## src/rtl/seven_segment_scan_if.sv

```systemverilog
// seven_segment_scan_if
//
// Bundles the scanner's status inputs and its pin-side outputs.
//
// There is no valid/ready handshake on this bus. All inputs are level
// signals that the scanner samples only on its scan tick. All outputs are
// registered levels, except frame_tick, which is a one-cycle pulse.
//
//   msg          4*DIGITS  glyph codes, digit i = msg[4i+3:4i], digit 0 rightmost
//   word_mode    1         0 = hex glyph table, 1 = word glyph table
//   dp           DIGITS    decimal point request per digit
//   blank        DIGITS    force digit dark
//   blink        DIGITS    digit blinks at the blink rate
//   lz_suppress  1         blank leading zero digits (hex mode only)
//   display      7         segments {g,f,e,d,c,b,a}, active-low
//   dp_out       1         decimal point, active-low
//   digit        DIGITS    anode enables, active-low, one-hot-zero
//   frame_tick   1         pulse when the scan wraps back to digit 0
//
// master: the status logic / bench side. slave: the scanner.
interface seven_segment_scan_if #(
  parameter int DIGITS = 4
);
  logic [4*DIGITS-1:0] msg;
  logic                word_mode;
  logic [DIGITS-1:0]   dp;
  logic [DIGITS-1:0]   blank;
  logic [DIGITS-1:0]   blink;
  logic                lz_suppress;
  logic [6:0]          display;
  logic                dp_out;
  logic [DIGITS-1:0]   digit;
  logic                frame_tick;

  modport master (
    output msg, word_mode, dp, blank, blink, lz_suppress,
    input  display, dp_out, digit, frame_tick
  );

  modport slave (
    input  msg, word_mode, dp, blank, blink, lz_suppress,
    output display, dp_out, digit, frame_tick
  );
endinterface

```

## src/rtl/seven_segment_scan.sv

```systemverilog
// seven_segment_scan
//
// Time-multiplexes DIGITS common-anode seven-segment digits. Each digit is
// lit for REFRESH_DIV clocks. The glyph comes from the hex table or the word
// table, with per-digit decimal point, blanking, blink, and leading-zero
// suppression.
//
// Ports:
//   clk    system clock, rising edge
//   rst_n  asynchronous active-low reset
//   bus    seven_segment_scan_if.slave (status inputs, segment/anode outputs)
//
// The digit enable, the segments and the decimal point all load on the same
// edge (the scan tick), so the outputs never mismatch. The inputs are
// sampled only on that edge.
module seven_segment_scan #(
  parameter int DIGITS       = 4,
  parameter int REFRESH_DIV  = 65536,
  parameter int BLINK_FRAMES = 64
) (
  input  logic                 clk,
  input  logic                 rst_n,
  seven_segment_scan_if.slave  bus
);

  localparam int RW = $clog2(REFRESH_DIV);
  localparam int IW = $clog2(DIGITS);
  localparam int FW = (BLINK_FRAMES > 1) ? $clog2(BLINK_FRAMES) : 1;

  localparam logic [RW-1:0]     REF_LAST = RW'(REFRESH_DIV - 1);
  localparam logic [IW-1:0]     IDX_LAST = IW'(DIGITS - 1);
  localparam logic [FW-1:0]     FRM_LAST = FW'(BLINK_FRAMES - 1);
  localparam logic [DIGITS-1:0] ONE_HOT0 = DIGITS'(1);

  logic [RW-1:0] refresh_cnt;
  logic [IW-1:0] scan_idx;
  logic [FW-1:0] frame_cnt;
  logic          blink_phase;
  // Distinguishes the first tick after reset. Reset parks the index at
  // DIGITS-1, and that first wrap to 0 is not a real frame boundary.
  logic          started;

  logic          scan_tick;
  logic          wrap;
  logic [IW-1:0] idx_next;
  logic          frame_event;
  logic          phase_next;
  logic [3:0]    code;
  logic          upper_nz;
  logic          lz_dark;
  logic          dark;
  logic [6:0]    glyph;

  function automatic logic [6:0] hex_glyph(input logic [3:0] c);
    logic [6:0] g;
    unique case (c)
      4'h0: g = 7'b1000000;  4'h1: g = 7'b1111001;
      4'h2: g = 7'b0100100;  4'h3: g = 7'b0110000;
      4'h4: g = 7'b0011001;  4'h5: g = 7'b0010010;
      4'h6: g = 7'b0000010;  4'h7: g = 7'b1111000;
      4'h8: g = 7'b0000000;  4'h9: g = 7'b0010000;
      4'hA: g = 7'b0001000;  4'hB: g = 7'b0000011;
      4'hC: g = 7'b1000110;  4'hD: g = 7'b0100001;
      4'hE: g = 7'b0000110;  default: g = 7'b0001110;
    endcase
    return g;
  endfunction

  // Word glyphs: A 1 2 3 4 5 d E i L P r S t U Y
  function automatic logic [6:0] word_glyph(input logic [3:0] c);
    logic [6:0] g;
    unique case (c)
      4'h0: g = 7'b0001000;  4'h1: g = 7'b1111001;
      4'h2: g = 7'b0100100;  4'h3: g = 7'b0110000;
      4'h4: g = 7'b0011001;  4'h5: g = 7'b0010010;
      4'h6: g = 7'b0100001;  4'h7: g = 7'b0000110;
      4'h8: g = 7'b1111010;  4'h9: g = 7'b1000111;
      4'hA: g = 7'b0001100;  4'hB: g = 7'b0101111;
      4'hC: g = 7'b0010010;  4'hD: g = 7'b0000111;
      4'hE: g = 7'b1000001;  default: g = 7'b0010001;
    endcase
    return g;
  endfunction

  assign scan_tick   = (refresh_cnt == REF_LAST);
  assign wrap        = (scan_idx == IDX_LAST);
  assign idx_next    = wrap ? '0 : scan_idx + 1'b1;
  assign frame_event = scan_tick && wrap && started;

  // The digit-0 slot that opens a new blink half-period already uses the
  // new phase. This lets the first frame after reset count toward the first
  // lit half-period.
  assign phase_next  = (frame_event && (frame_cnt == FRM_LAST)) ? ~blink_phase
                                                                : blink_phase;

  // Select the glyph code for the incoming digit. In the same pass, check
  // whether that digit or any more-significant digit holds a non-zero code.
  always_comb begin
    code     = 4'h0;
    upper_nz = 1'b0;
    for (int i = 0; i < DIGITS; i++) begin
      if (IW'(i) == idx_next) code = bus.msg[4*i +: 4];
      if ((IW'(i) >= idx_next) && (bus.msg[4*i +: 4] != 4'h0)) upper_nz = 1'b1;
    end
  end

  assign lz_dark = bus.lz_suppress && !bus.word_mode && (idx_next != '0) && !upper_nz;
  assign dark    = bus.blank[idx_next] || (bus.blink[idx_next] && phase_next) || lz_dark;
  assign glyph   = bus.word_mode ? word_glyph(code) : hex_glyph(code);

  always_ff @(posedge clk or negedge rst_n) begin
    if (!rst_n) begin
      refresh_cnt    <= '0;
      scan_idx       <= IDX_LAST;
      frame_cnt      <= '0;
      blink_phase    <= 1'b0;
      started        <= 1'b0;
      bus.digit      <= '1;
      bus.display    <= 7'b1111111;
      bus.dp_out     <= 1'b1;
      bus.frame_tick <= 1'b0;
    end else begin
      bus.frame_tick <= 1'b0;
      if (scan_tick) begin
        refresh_cnt    <= '0;
        scan_idx       <= idx_next;
        started        <= 1'b1;
        bus.digit      <= ~(ONE_HOT0 << idx_next);
        bus.display    <= dark ? 7'b1111111 : glyph;
        bus.dp_out     <= dark | ~bus.dp[idx_next];
        bus.frame_tick <= frame_event;
        if (frame_event) begin
          frame_cnt   <= (frame_cnt == FRM_LAST) ? '0 : frame_cnt + 1'b1;
          blink_phase <= phase_next;
        end
      end else begin
        refresh_cnt <= refresh_cnt + 1'b1;
      end
    end
  end

endmodule

```

## src/flat_wrapper.sv

```systemverilog
// flat-port wrapper written by rule: the top's interface ports become plain ports
module seven_segment_scan_flat 
#(
  parameter int DIGITS       = 4,
  parameter int REFRESH_DIV  = 65536,
  parameter int BLINK_FRAMES = 64
)
  (clk, rst_n, bus_msg, bus_word_mode, bus_dp, bus_blank, bus_blink, bus_lz_suppress, bus_display, bus_dp_out, bus_digit, bus_frame_tick);
  seven_segment_scan_if #(.DIGITS(DIGITS)) bus_i ();
  input  logic clk;
  input  logic rst_n;
  input wire logic [$bits(bus_i.msg)-1:0] bus_msg;
  input wire logic [$bits(bus_i.word_mode)-1:0] bus_word_mode;
  input wire logic [$bits(bus_i.dp)-1:0] bus_dp;
  input wire logic [$bits(bus_i.blank)-1:0] bus_blank;
  input wire logic [$bits(bus_i.blink)-1:0] bus_blink;
  input wire logic [$bits(bus_i.lz_suppress)-1:0] bus_lz_suppress;
  output wire logic [$bits(bus_i.display)-1:0] bus_display;
  output wire logic [$bits(bus_i.dp_out)-1:0] bus_dp_out;
  output wire logic [$bits(bus_i.digit)-1:0] bus_digit;
  output wire logic [$bits(bus_i.frame_tick)-1:0] bus_frame_tick;
  assign bus_i.msg = bus_msg;
  assign bus_i.word_mode = bus_word_mode;
  assign bus_i.dp = bus_dp;
  assign bus_i.blank = bus_blank;
  assign bus_i.blink = bus_blink;
  assign bus_i.lz_suppress = bus_lz_suppress;
  assign bus_display = bus_i.display;
  assign bus_dp_out = bus_i.dp_out;
  assign bus_digit = bus_i.digit;
  assign bus_frame_tick = bus_i.frame_tick;
  seven_segment_scan #(.DIGITS(DIGITS), .REFRESH_DIV(REFRESH_DIV), .BLINK_FRAMES(BLINK_FRAMES)) u_core (.clk(clk), .rst_n(rst_n), .bus(bus_i));
endmodule
```

## config.mk

```make
export PLATFORM = sky130hd
export DESIGN_NAME = seven_segment_scan_flat
export DESIGN_NICKNAME = d
export VERILOG_FILES = /design/src/rtl/seven_segment_scan_if.sv /design/src/rtl/seven_segment_scan.sv /design/src/flat_wrapper.sv
export SDC_FILE = /design/constraint.sdc
export NUM_CORES = 1
export LEC_CHECK = 0
export CAP_MARGIN = 30
export CORE_UTILIZATION = 48
export DETAILED_ROUTE_END_ITERATION = 8
export PLACE_DENSITY = 0.78
export SLEW_MARGIN = 20
export SYNTH_ARGS = -nofsm -noshare
export SYNTH_HDL_FRONTEND = slang
export SYNTH_SLANG_ARGS = --single-unit
```

## constraint.sdc

```tcl
create_clock -name clk -period 2.6 [get_ports clk]
set_input_delay 0.52 -clock clk [delete_from_list [all_inputs] [get_ports clk]]
set_output_delay 0.52 -clock clk [all_outputs]
set_load 0.005 [all_outputs]
```

---- Word level (Yosys, flattened, before mapping) ----
Memories as Yosys holds them, arrays and structs flattened.
Cells that the tools add are included.
storage, ports and cells
  register bits after elaboration ......... 39
  bits in latches ......................... 0
  memory bits (writable) .................. 0
  ROM bits ................................ 224
  bits of input ports ..................... 32
  output and inout bits ................... 13
  logic and storage cells ................. 73
  memories kept ........................... 2
memory list
  name              depth  width  rd ports  clocked after Yosys merged registers in  write ports  line                      text
  (name not given)  16     7      1         0                                        0            seven_segment_scan.sv:56  unique case (c)
  (name not given)  16     7      1         0                                        0            seven_segment_scan.sv:72  unique case (c)
operators by class
  $add $sub $neg .......................... 3
  multipliers ............................. 0
  divide/modulo/power cells ............... 0
  magnitude comparators ................... 5
  equality and inequality tests ........... 6
  shift operators ......................... 1
  multiplexer cells ....................... 21
  bitwise gates (word level) .............. 4
  reductions and logical operators ........ 22
operator list
  cell                                                                          count
  16-bit by 1-bit adder with 16-bit output, second input constant               1
  16-bit == test, second input constant                                         1
  16-bit two-way mux                                                            1
  4-bit two-way mux                                                             4
  4-bit nonzero test                                                            4
  7-bit two-way mux                                                             2
  1-bit logical AND                                                             11
  1-bit two-way mux                                                             9
  6-bit by 1-bit adder with 6-bit output, second input constant                 1
  1-bit binary-select mux with 2-bit select                                     3
  6-bit == test, second input constant                                          1
  6-bit two-way mux                                                             1
  2-bit == test, first input constant                                           2
  1-bit by 2-bit >= comparator with 1-bit output, first input constant          2
  2-bit >= comparator, first input constant                                     2
  4-bit NOT                                                                     1
  1-bit by 2-bit << shifter with 4-bit output, first input constant             1
  2-bit by 3-bit less-than comparator with 1-bit output, second input constant  1
  2-bit by 1-bit adder with 2-bit output, second input constant                 1
  1-bit by 2-bit == test with 1-bit output, first input constant                1
  2-bit == test, second input constant                                          1
  1-bit zero test                                                               2
  2-bit zero test                                                               1
  1-bit logical OR                                                              2
  5 further kinds                                                               6

---- Depth between registers and ports, before layout ----
  depth after elaboration ................. 12
  depth in mapped cells ................... 12

---- Worst setup path before layout ----
OpenSTA, ideal clock, no wires.
  kind .................................... flip-flop to flip-flop
  start ................................... register u_core.scan_idx[0]
  end ..................................... register u_core.bus.display[6]
  arrival ................................. 2538 ps
  setup slack ............................. -6 ps
  stages on the path, launching flop included .. 12
  buffers on the path ..................... 0
  cells stage by stage .................... dfstp_2 -> inv_1 -> ha_1 -> nand3b_1 -> a221o_1 -> inv_2 -> ha_1 -> inv_1 -> nor2_1 -> a21oi_1 -> mux4_2 -> a21oi_2
between the ends
  word-level cells in the longest chain between the ends .. 12
RTL lines
  item                                                             line                         text
  start, declared                                                  seven_segment_scan.sv:36     logic [IW-1:0] scan_idx;
  start signal, assigned                                           seven_segment_scan.sv:126    scan_idx <= idx_next;
  branches (longest 11 deep; another with memory read 16 x 7 bit)  n/a
  7-bit two-way mux (*)                                            seven_segment_scan.sv:129    bus.display <= dark ? 7'b1111111 : glyph;
  end signal, assigned                                             seven_segment_scan.sv:129
  end, declared                                                    seven_segment_scan_if.sv:42  output display, dp_out, digit, frame_tick
Every way passes the cells marked *. The select of a mux whose other input is x is not followed.
A chain may end at the register's enable or synchronous reset.

---- Worst setup path after layout ----
  start ................................... register u_core.scan_idx[0]
  end ..................................... register u_core.bus.display[0]
Same word-level chain as after synthesis.

==> qor.yml <==
status: "complete, no violations"
instances_no_fill: 396
tritoncts: "done"
first_pass_iters: 5
clkTransAtPathRegs_ns: 0.07
grt_start_max_net_pins: 40
coreArea_sq_um: 4880
critical_path_peak_fanout: 7
ys_dominant_reg_cell: "sky130_fd_sc_hd__dfrtp_1"
via_count: 2236
timing_worst_setup_path_type: "reg2reg"
postRouteAntennaNets: 0
gr-total-overflow: 0
vdd_drop_max_mv: 0.227
timing.critical_path.from_type: "register"
setup-violations-final: 0
postSynthAreaPerCell_sq_um: 9.79
slew_violations: 0
h-tree-depth: 2
routed_wire_length_per_instance_microns: 15.0
dpl.cell_count: 380
part_of_the_yosys_area_used_for_sequential_elements_pct: 39.5
drt-met1-wl_microns: 2550
clock-skew-final_ns: 0.00967
power_density_nw_per_um2: 388
route.met2.wl_microns: 3010
clock-sinks: 39
numPortBuffers: 44
synth_instances: 257
postSynth.asyncResetShare_pct: 100
seqCellArea_sq_um: 993
cp_data_arrival_time_ns: 2.74
multi_input_comb_area_sq_um: 1480
timing_hold_violations_final: 0
min_period_ns: 2.52
mappedNetlistNets: 303
post-route-drc-count: 0
routed-wl-met3_microns: 234
final_layout_setup_total_negative_slack_ns: 0
io_pins: 45
number_of_synthesized_flops_with_an_enable_pin: 0
p_leak_uw: 0.00143
tightestPinTransition_ns: 0.826
max_cap_viol_count: 0
synth.cell_area_sq_um: 2510
highest_layer: "met4"
area_growth_syn_to_layout_pct: 33.7
worstPathRequired_ns: 2.82
critPathCaptureType: "register"
cts_hold_buffers: 0
fill_cells: 380
initial_utilization_pct: 51.5
crit_path_cell_trace: "buf_4 -> ha_2 -> a211oi_1 -> a221o_2 -> buf_4 -> ha_4 -> mux4_1 -> o21ai_1 -> a21oi_1"
drtIter0Drc: 182
ctsLongestPathBuffers: 2
viasPerCell: 5.65
total_power_uw: 1300
cp_slowest_stage_delay_ns: 0.54
ys_seq_elements: 39
cts.root.buffer_cell: "sky130_fd_sc_hd__clkbuf_8"
die_y_microns: 74.4
cp_common_cell: "sky130_fd_sc_hd__buf_4"
max_frequency_mhz: 396
period_utilization_pct: 97.1
fin_ws_ns: 0.0759
finalHoldWorstSlack_ns: 0.324
slew-limit-headroom_pct: 44.9
place_congestion: 0.820
timing.hold.worst.class: "in2async"
placementRows: 25
grt_util_all_layers_pct: 22.4
rsz0062_at_grt: "yes"
detailed_placement_hpwl_microns: 4400
die-width_microns: 74.4
n_antenna_cell: 0
insertion_delay_ns: 0.29
cp_slowest_cell: "sky130_fd_sc_hd__dfstp_2"
drive_above_1_share_pct: 24.9
design.final.nets: 374
antenna_violations_before_repair: 0
vias_in_the_first_global_route: 2056
preCtsSetupSlack_ns: -0.121
detail_route.wirelength_microns: 5930
synth_cell_type_count: 55
cts_made_buffers: 5
die-area_sq_um: 5530
grt_first_pass_wirelength_microns: 9320
yosysWarningCount: 0
[through the flow]
stage | area (sq um) | util (%)
5_1_grt | 3360 | 68.9
6_report | 3360 | 68.9
4_1_cts | 3300 | 67.7
3_5_place_dp | 3140 | 64.4
2_1_floorplan | 2530 | -
3_3_place_gp | 3140 | 64.4
[Yosys cell counts, drive strengths merged, types with 4 or more instances]
cell    instances  share of area, %
o21ai          15               3.0
nor3            4              0.80
xor2            9               3.1
dfstp          14                15
nor3b           4               1.4
ha             14               7.0
nand3b          4               1.2
dfrtp          25                25
inv             8               1.2
buf             8               2.8
and3            7               1.9
nor2           31               4.7
nand2          27               4.0
a31oi           4              0.99
xnor2           8               2.8
nand4           4              0.99
a21oi           7               1.7
nand3          13               2.6
mux4            5               4.6
[layer usage]
metal  vias to the layer above  track usage [%]
li1                       1067                -
met1                      1080             27.0
met2                        78             39.1
met3                        11             3.25
met4                         0             10.5
met5                         -                0
[worst max-delay path, delay by kind of cell, from the launching register on]
kind	cells	cell delay (ns)
compound gates	4	0.70
fa+ha+maj	2	0.40
buf+inv	2	0.31
flops	1	0.54
mux	1	0.50
[layout by cell type (no fill, tap or decap), types with 2 or more instances in the layout]
cell type	n
sky130_fd_sc_hd__and3_1	6
sky130_fd_sc_hd__xor2_1	9
sky130_fd_sc_hd__nor2_1	30
sky130_fd_sc_hd__nor4_1	2
sky130_fd_sc_hd__xnor2_1	8
sky130_fd_sc_hd__ha_4	4
sky130_fd_sc_hd__mux4_2	4
sky130_fd_sc_hd__buf_4	30
sky130_fd_sc_hd__clkdlybuf4s50_1	43
sky130_fd_sc_hd__nand3b_1	4
sky130_fd_sc_hd__o21ai_1	2
sky130_fd_sc_hd__a311o_1	2
sky130_fd_sc_hd__a21oi_1	5
sky130_fd_sc_hd__o211ai_1	2
sky130_fd_sc_hd__nand4_1	4
sky130_fd_sc_hd__a211o_1	2
sky130_fd_sc_hd__clkbuf_8	6
sky130_fd_sc_hd__a21oi_2	2
sky130_fd_sc_hd__inv_2	4
sky130_fd_sc_hd__dfstp_2	14
sky130_fd_sc_hd__a211oi_1	3
sky130_fd_sc_hd__and2_1	2
sky130_fd_sc_hd__nand2_1	27
sky130_fd_sc_hd__nor3_1	3
sky130_fd_sc_hd__nand3_1	13
sky130_fd_sc_hd__o31ai_1	3
sky130_fd_sc_hd__ha_2	2
sky130_fd_sc_hd__mux2i_1	3
sky130_fd_sc_hd__ha_1	8
sky130_fd_sc_hd__nor3b_1	3
sky130_fd_sc_hd__o21ai_0	13
sky130_fd_sc_hd__nand2b_1	2
sky130_fd_sc_hd__a31oi_1	4
sky130_fd_sc_hd__mux2_2	3
sky130_fd_sc_hd__a22oi_1	2
sky130_fd_sc_hd__nor2b_1	3
sky130_fd_sc_hd__dfrtp_1	25
sky130_fd_sc_hd__inv_1	3
[sequential cells by signal (all words and copies together), names as in the netlist]
name,count
u_core.blink_phase,1
u_core.bus.frame_tick,1
u_core.scan_idx,2
u_core.frame_cnt,6
u_core.bus.display,7
u_core.refresh_cnt,16
u_core.bus.dp_out,1
u_core.started,1
u_core.bus.digit,4
[path summary, 6_finish.rpt]
path,from,cells past startpoint,to,slack (ns)
max,u_core.scan_idx[0],9,u_core.bus.display[0],0.08
min,rst_n,1,u_core.frame_cnt[5],0.32
max reg2reg,u_core.scan_idx[0],9,u_core.bus.display[0],0.08
min reg2reg,u_core.refresh_cnt[14],1,u_core.refresh_cnt[14],0.48
max in group asynchronous,rst_n,1,u_core.refresh_cnt[6],1.75
min in group clk,u_core.refresh_cnt[14],1,u_core.refresh_cnt[14],0.48
[area by class of cell]
type / instances / share of cell area, %
clock inverters: 2 / 1.04
inverters: 8 / 0.967
multi-input cells: 200 / 43.9
repair buffers: 74 / 19.6
clock buffers: 6 / 2.46
well taps: 67 / 2.49
flip-flops and latches: 39 / 29.5
[where the power goes]
| group | leakage [uW] | total (uW) | switching (uW) | internal (uW) |
|---|---|---|---|---|
| Clock | 0.0000612 | 516 | 206 | 310 |
| Combinational | 0.000889 | 181 | 81.5 | 99.6 |
| Sequential | 0.000481 | 607 | 0 | 607 |
[kinds of logic after synthesis]
logic type	Yosys count	synth area share (%)
AOI/OAI and AO/OA	50	14.5
xor gates and xnor gates	17	5.92
adders and majority gates	14	6.97
buffers and inverters	18	4.28
DFF	39	39.5
muxes	11	7.16
and+or+nand+nor	108	21.6
[timing repair]
action,4_1_cts,5_1_grt
setup buffers,2,6
setup endpoints to repair,2,6
gates resized for setup,5,7
pin swaps,3,7
Power figures use the tool's default switching activity.
